## src/rtl/demux_rr_sched_pkg.sv

```systemverilog
// Shared types for the 1-to-4 demux scheduler: lane count, lane index type,
// the IDLE/SEND state encoding and a one-hot helper.
package demux_sched_pkg;

  localparam int LANES = 4;

  typedef logic [1:0] lane_idx_t;

  typedef enum logic [0:0] {
    IDLE = 1'b0,
    SEND = 1'b1
  } state_t;

  // One-hot lane valid vector for a lane index.
  function automatic logic [3:0] lane_onehot(input lane_idx_t idx);
    return 4'b0001 << idx;
  endfunction

endpackage

```

## src/rtl/demux_rr_sched_pick.sv

```systemverilog
// Combinational round-robin picker: returns the first enabled lane when
// scanning ptr+1, ptr+2, ptr+3, ptr (mod 4). o_any_en flags that at least
// one lane is enabled; o_pick is meaningless when it is low.
module demux_rr_pick
  import demux_sched_pkg::*;
(
  input  lane_idx_t  i_ptr,
  input  logic [3:0] i_lane_en,
  output lane_idx_t  o_pick,
  output logic       o_any_en
);

  // Scan the four lanes starting just after the pointer; first hit wins.
  always_comb begin : p_scan
    lane_idx_t v_idx;
    logic      v_found;
    o_pick   = i_ptr;
    o_any_en = |i_lane_en;
    v_found  = 1'b0;
    v_idx    = i_ptr;
    for (int k = 1; k <= LANES; k++) begin
      v_idx = i_ptr + lane_idx_t'(k);
      if (!v_found && i_lane_en[v_idx]) begin
        o_pick  = v_idx;
        v_found = 1'b1;
      end else begin
        v_found = v_found;
      end
    end
  end

endmodule

```

## src/rtl/demux_rr_sched.sv

```systemverilog
// Scheduler/sequencer for the 1-to-4 demux datapath. Holds one word in a
// single-entry register and presents it to one lane, chosen explicitly or
// by round-robin over the enabled lanes.
// Optional feature macro: DEMUX_SCHED_STATS_EN adds per-lane saturating
// grant counters (cnt_clr / grant_cnt ports).
module demux_rr_sched
  import demux_sched_pkg::*;
#(
  parameter int DATA_W = 8,
  parameter int CNT_W  = 16
) (
  input  logic              clk,
  input  logic              rst,
  input  logic              in_valid,
  output logic              in_ready,
  input  logic [DATA_W-1:0] in_data,
  input  logic              in_dest_vld,
  input  logic [1:0]        in_dest,
  input  logic [3:0]        lane_en,
  output logic [1:0]        sel,
  output logic [3:0]        out_valid,
  output logic [DATA_W-1:0] out_data,
  input  logic [3:0]        out_ready,
`ifdef DEMUX_SCHED_STATS_EN
  input  logic              cnt_clr,
  output logic [4*CNT_W-1:0] grant_cnt,
`endif
  output logic              drop_err
);

  state_t            r_state;
  lane_idx_t         r_ptr;
  lane_idx_t         r_sel;
  logic [3:0]        r_out_valid;
  logic [DATA_W-1:0] r_out_data;
  logic              r_drop_err;

  lane_idx_t w_ptr_eff;
  lane_idx_t w_pick;
  logic      w_any_en;
  lane_idx_t w_next_sel;
  logic      w_out_hs;
  logic      w_accept;
  logic      w_drop;
  logic      w_dest_ok;

  // Output handshake on the held word; ready on other lanes is ignored.
  assign w_out_hs  = (r_state == SEND) && out_ready[r_sel];
  assign w_dest_ok = in_dest_vld || w_any_en;
  assign in_ready  = ((r_state == IDLE) || w_out_hs) && w_dest_ok;
  assign w_accept  = in_valid && in_ready;
  assign w_drop    = in_dest_vld && !lane_en[in_dest];

  // A grant completing this cycle already moves the pointer, so a word
  // reloaded in the same cycle must scan from the lane just released;
  // otherwise back-to-back round-robin words would repeat a lane.
  assign w_ptr_eff = w_out_hs ? r_sel : r_ptr;

  demux_rr_pick u_pick (
    .i_ptr     (w_ptr_eff),
    .i_lane_en (lane_en),
    .o_pick    (w_pick),
    .o_any_en  (w_any_en)
  );

  // Destination of the word being accepted.
  always_comb begin
    if (in_dest_vld) begin
      w_next_sel = in_dest;
    end else begin
      w_next_sel = w_pick;
    end
  end

  // Holding register, state, pointer and drop pulse.
  always_ff @(posedge clk or posedge rst) begin
    if (rst) begin
      r_state     <= IDLE;
      r_ptr       <= 2'd3;
      r_sel       <= 2'd0;
      r_out_valid <= 4'b0000;
      r_out_data  <= {DATA_W{1'b0}};
      r_drop_err  <= 1'b0;
    end else begin
      r_drop_err <= 1'b0;
      if (w_out_hs) begin
        r_ptr <= r_sel;
      end
      if (w_accept) begin
        r_out_data <= in_data;
        r_sel      <= w_next_sel;
        if (w_drop) begin
          r_state     <= IDLE;
          r_out_valid <= 4'b0000;
          r_drop_err  <= 1'b1;
        end else begin
          r_state     <= SEND;
          r_out_valid <= lane_onehot(w_next_sel);
        end
      end else if (w_out_hs) begin
        r_state     <= IDLE;
        r_out_valid <= 4'b0000;
      end
    end
  end

  assign sel       = r_sel;
  assign out_valid = r_out_valid;
  assign out_data  = r_out_data;
  assign drop_err  = r_drop_err;

`ifdef DEMUX_SCHED_STATS_EN
  logic [CNT_W-1:0] r_cnt [LANES];

  // Per-lane saturating grant counters; clear has priority over increment.
  always_ff @(posedge clk or posedge rst) begin
    if (rst) begin
      for (int i = 0; i < LANES; i++) begin
        r_cnt[i] <= {CNT_W{1'b0}};
      end
    end else begin
      for (int i = 0; i < LANES; i++) begin
        if (cnt_clr) begin
          r_cnt[i] <= {CNT_W{1'b0}};
        end else if (w_out_hs && (r_sel == lane_idx_t'(i)) &&
                     (r_cnt[i] != {CNT_W{1'b1}})) begin
          r_cnt[i] <= r_cnt[i] + {{(CNT_W-1){1'b0}}, 1'b1};
        end
      end
    end
  end

  for (genvar g = 0; g < LANES; g++) begin : g_cnt_out
    assign grant_cnt[g*CNT_W +: CNT_W] = r_cnt[g];
  end
`endif

endmodule

```

## config.mk

```make
export PLATFORM = sky130hd
export DESIGN_NAME = demux_rr_sched
export DESIGN_NICKNAME = d
export VERILOG_FILES = /design/src/rtl/demux_rr_sched_pkg.sv /design/src/rtl/demux_rr_sched_pick.sv /design/src/rtl/demux_rr_sched.sv
export SDC_FILE = /design/constraint.sdc
export NUM_CORES = 1
export LEC_CHECK = 0
export ABC_AREA = 1
export CORE_ASPECT_RATIO = 1.5
export CORE_UTILIZATION = 25
export CTS_CLUSTER_SIZE = 16
export DETAILED_ROUTE_END_ITERATION = 8
export PLACE_DENSITY = 0.47
export SYNTH_ARGS = -nofsm -noshare
export SYNTH_HDL_FRONTEND = slang
export SYNTH_SLANG_ARGS = --single-unit
```

## constraint.sdc

```tcl
create_clock -name clk -period 2.1 [get_ports clk]
set_clock_uncertainty 0.1 [all_clocks]
set_input_delay 0.63 -clock clk [delete_from_list [all_inputs] [get_ports clk]]
set_output_delay 0.63 -clock clk [all_outputs]
set_load 0.03 [all_outputs]
```

==> run summary <==
Maximum VDD drop = 0.731 mV
Placement Setup Slack = -752 ps
HPWL Detailed = 2930 um
Initial antenna violation count = 0
Delay-heaviest family, CP = buffers and inverters
Tightest Pin Transition = 320 ps
Drt first pass iters = 4
Top-area cell type share of the netlist area = 32.4%
Int Power = 1.94 mW
Crit-path max cell delay = 130 ps
Tmin final = 2150 ps
Num rows = 31
RSZ-0062 raised after global routing = yes
Status = complete, but fails checks
WL/cell = 11.3 um
Total Wirelength = 3780 um
Iteration-0 DRC Markers = 31
Area growth, synth to finish = 80.8%
Post-CTS Hold Buffers = 0
Maxcap violations = 0
H-tree depth = 1
RePlAce Congestion = 0.849
Arrival time worst endpoint = 1420 ps
Area after DPL = 1990 sq um
Reg power frac = 16.6%
Switching power = 1.95 mW
Critical-path cell list = buf_2 -> nand2_2 -> nand3_4 -> buf_6 -> nand2_2 -> nand2_2 -> o21ai_2 -> inv_2 -> buf_6
Critical-path top delay cell = buf_6
CP Capture Type = output port
Count of cell types in the netlist = 21
Clock Pin Slew Worst Setup and Hold Paths = 60 ps
#FFs+latches synth = 18
Share of cells above drive strength 1 = 44.6%
# port buffers = 37
Buf+Inv Stages, Crit Path = 4
CP dominant cell by count = nand2_2
CP Launch Type = input pin
Clk buf depth = 2
Via-per-instance ratio = 4.28
Sequential fraction of the synthesis area = 36.6%
Overflow after GRT = 0
Nets = 292
Post-synthesis cell count = 187
DR WL met2 = 2070 um
Worst endpoint required time = 1370 ps
First-pass GRT wire length = 6180 um
Peak fanout along the critical path = 4
Clk sinks = 18
Logic pwr share = 77.1%
Yosys top cell by area = dfrtp_1
Fmax = 465 MHz
Yosys warnings = 0
Detailed-route DRC error count = 0
Synth area leaders = dfrtp_1 (32%), nand2_1 (28%), nand2_2 (8.1%)
Die area = 5240 sq um
Finished Cell Area = 2230 sq um
Setup CP Type = input pin to output port
Routed vias = 1,433
Final setup viols = 7
Static Leak = 1.17 nW
Die H = 88.1 um
CORE AREA = 4770 sq um
Sw Share = 50.2%
Post-Syn Area = 1240 sq um
Max Used Layer = met4
Pin count of the biggest net entering global routing = 19
Diode count = 0
Cts bufs inserted = 3
Metal-1 WL = 1510 um
Pwr Density = 1740 nW/um^2
Number of global-route vias before repair = 1,420
Slew headroom = 78.6%
I/O pin count = 38
Skew-Pair Late Insertion Delay = 250 ps
Worst hold path class = flop to flop
Number of antenna-violating nets in the routed design = 0
Die X = 59.4 um
Worst Slack Setup Final = -52.1 ps
Clock root buffer = clkbuf_8
Syn Area/Cell = 6.61 sq um
Final Cycle Share = 102%
Final hold viol count = 0
Failing checks = setup timing
CTS tree = built
Metal3 WL = 130 um
GRT Total Usage = 15.6%
Clk network pwr share = 6.3%
Starting density of the core = 25.9%
Pins Over Slew Limit = 0
Post-synthesis net count = 209
## final cells by class
class | count | area, sq um
fill | 488 | 2540
clock buffer | 4 | 45.0
inverter | 19 | 73.8
tap | 66 | 82.6
timing repair buffer | 80 | 693
sequential | 18 | 455
multi-input combinational | 148 | 885
## sequential cells by signal (all words and copies together) (netlist names)
| name | count |
|---|---|
| drop_err | 1 |
| r_ptr | 2 |
| out_data | 8 |
| out_valid | 4 |
| r_state | 1 |
| sel | 2 |
## through the flow
| step | cells | util [%] | total power [mW] | TNS (ps) | hold slack [ps] |
|---|---|---|---|---|---|
| floorplan | 187 | - | 2.12 | -10.2 | 401 |
| global placement | 326 | 41.6 | 3.09 | -8190 | 367 |
| detailed placement | 326 | 41.6 | 3.07 | -8180 | 365 |
| CTS | 334 | 44.8 | 3.69 | -317 | 388 |
| global route | 335 | 46.8 | 4.20 | -1320 | 406 |
| finish | 335 | 46.8 | 3.89 | -261 | 386 |
## layer usage
layer | global-route usage [%] | vias up
met2 | 29.8 | 31
li1 | - | 741
met5 | 0 | -
met1 | 17.7 | 655
met3 | 1.18 | 6
met4 | 4.55 | 0
## logic make-up (layout without fill, tap and decap cells)
family | Yosys count | count (layout) | share of synthesized area [%]
flops | 18 | 18 | 36.6
compound gates | 9 | 9 | 3.85
buf+inv | 21 | 103 | 6.98
simple gates | 139 | 139 | 52.5
## final timing paths
check                                  start            to  slack, ps  depth (start not counted)
worst max-delay path            out_ready[1]      in_ready        -50                          9
worst min-delay path             out_data[2]   out_data[2]        390                          2
min in group asynchronous                rst  out_valid[1]        580                          3
worst min register to register   out_data[2]   out_data[2]        390                          2
worst max register to register        sel[0]  out_valid[1]        -50                         17
max in group asynchronous                rst      r_ptr[0]       1050                          3
## Yosys cell counts (all sizes together)
cell type / instances
clkbuf: 1
o21ai: 5
dfrtp: 16
nand4: 5
nand2: 110
o211ai: 1
nand3: 16
inv: 18
or2: 1
nor2: 7
a21oi: 3
buf: 1
clkinv: 1
dfstp: 2
## power groups by stage
stage | combinational [mW] | sequential (mW) | clock (mW)
finish | 3.00 | 0.644 | 0.246
global route | 3.27 | 0.664 | 0.270
CTS | 2.79 | 0.637 | 0.256
detailed placement | 2.44 | 0.630 | 0
global placement | 2.45 | 0.636 | 0
floorplan | 1.25 | 0.869 | 0
## layout by cell type, fill, tap and decap left out, drive strengths merged
| master | n |
|---|---|
| nand2 | 110 |
| dfrtp | 16 |
| o21ai | 5 |
| buf | 48 |
| nor2 | 7 |
| clkbuf | 4 |
| clkdlybuf4s50 | 25 |
| dfstp | 2 |
| o211ai | 1 |
| nand3 | 16 |
| dlygate4sd2 | 7 |
| or2 | 1 |
| nand4 | 5 |
| clkinv | 1 |
| a21oi | 3 |
| inv | 18 |
## worst min-delay path, cell delays in order (launching register included)
cell	delay [ps]
dfrtp_1	350
nand2_1	50
nand2_1	50
## what timing repair did
| action | CTS | global route |
|---|---|---|
| setup buffers | 4 | 1 |
| pin swaps | 22 | 16 |
| gates resized for setup | 57 | 21 |
| setup endpoints to repair | 18 | 7 |
(Power assumes the default switching activity.)
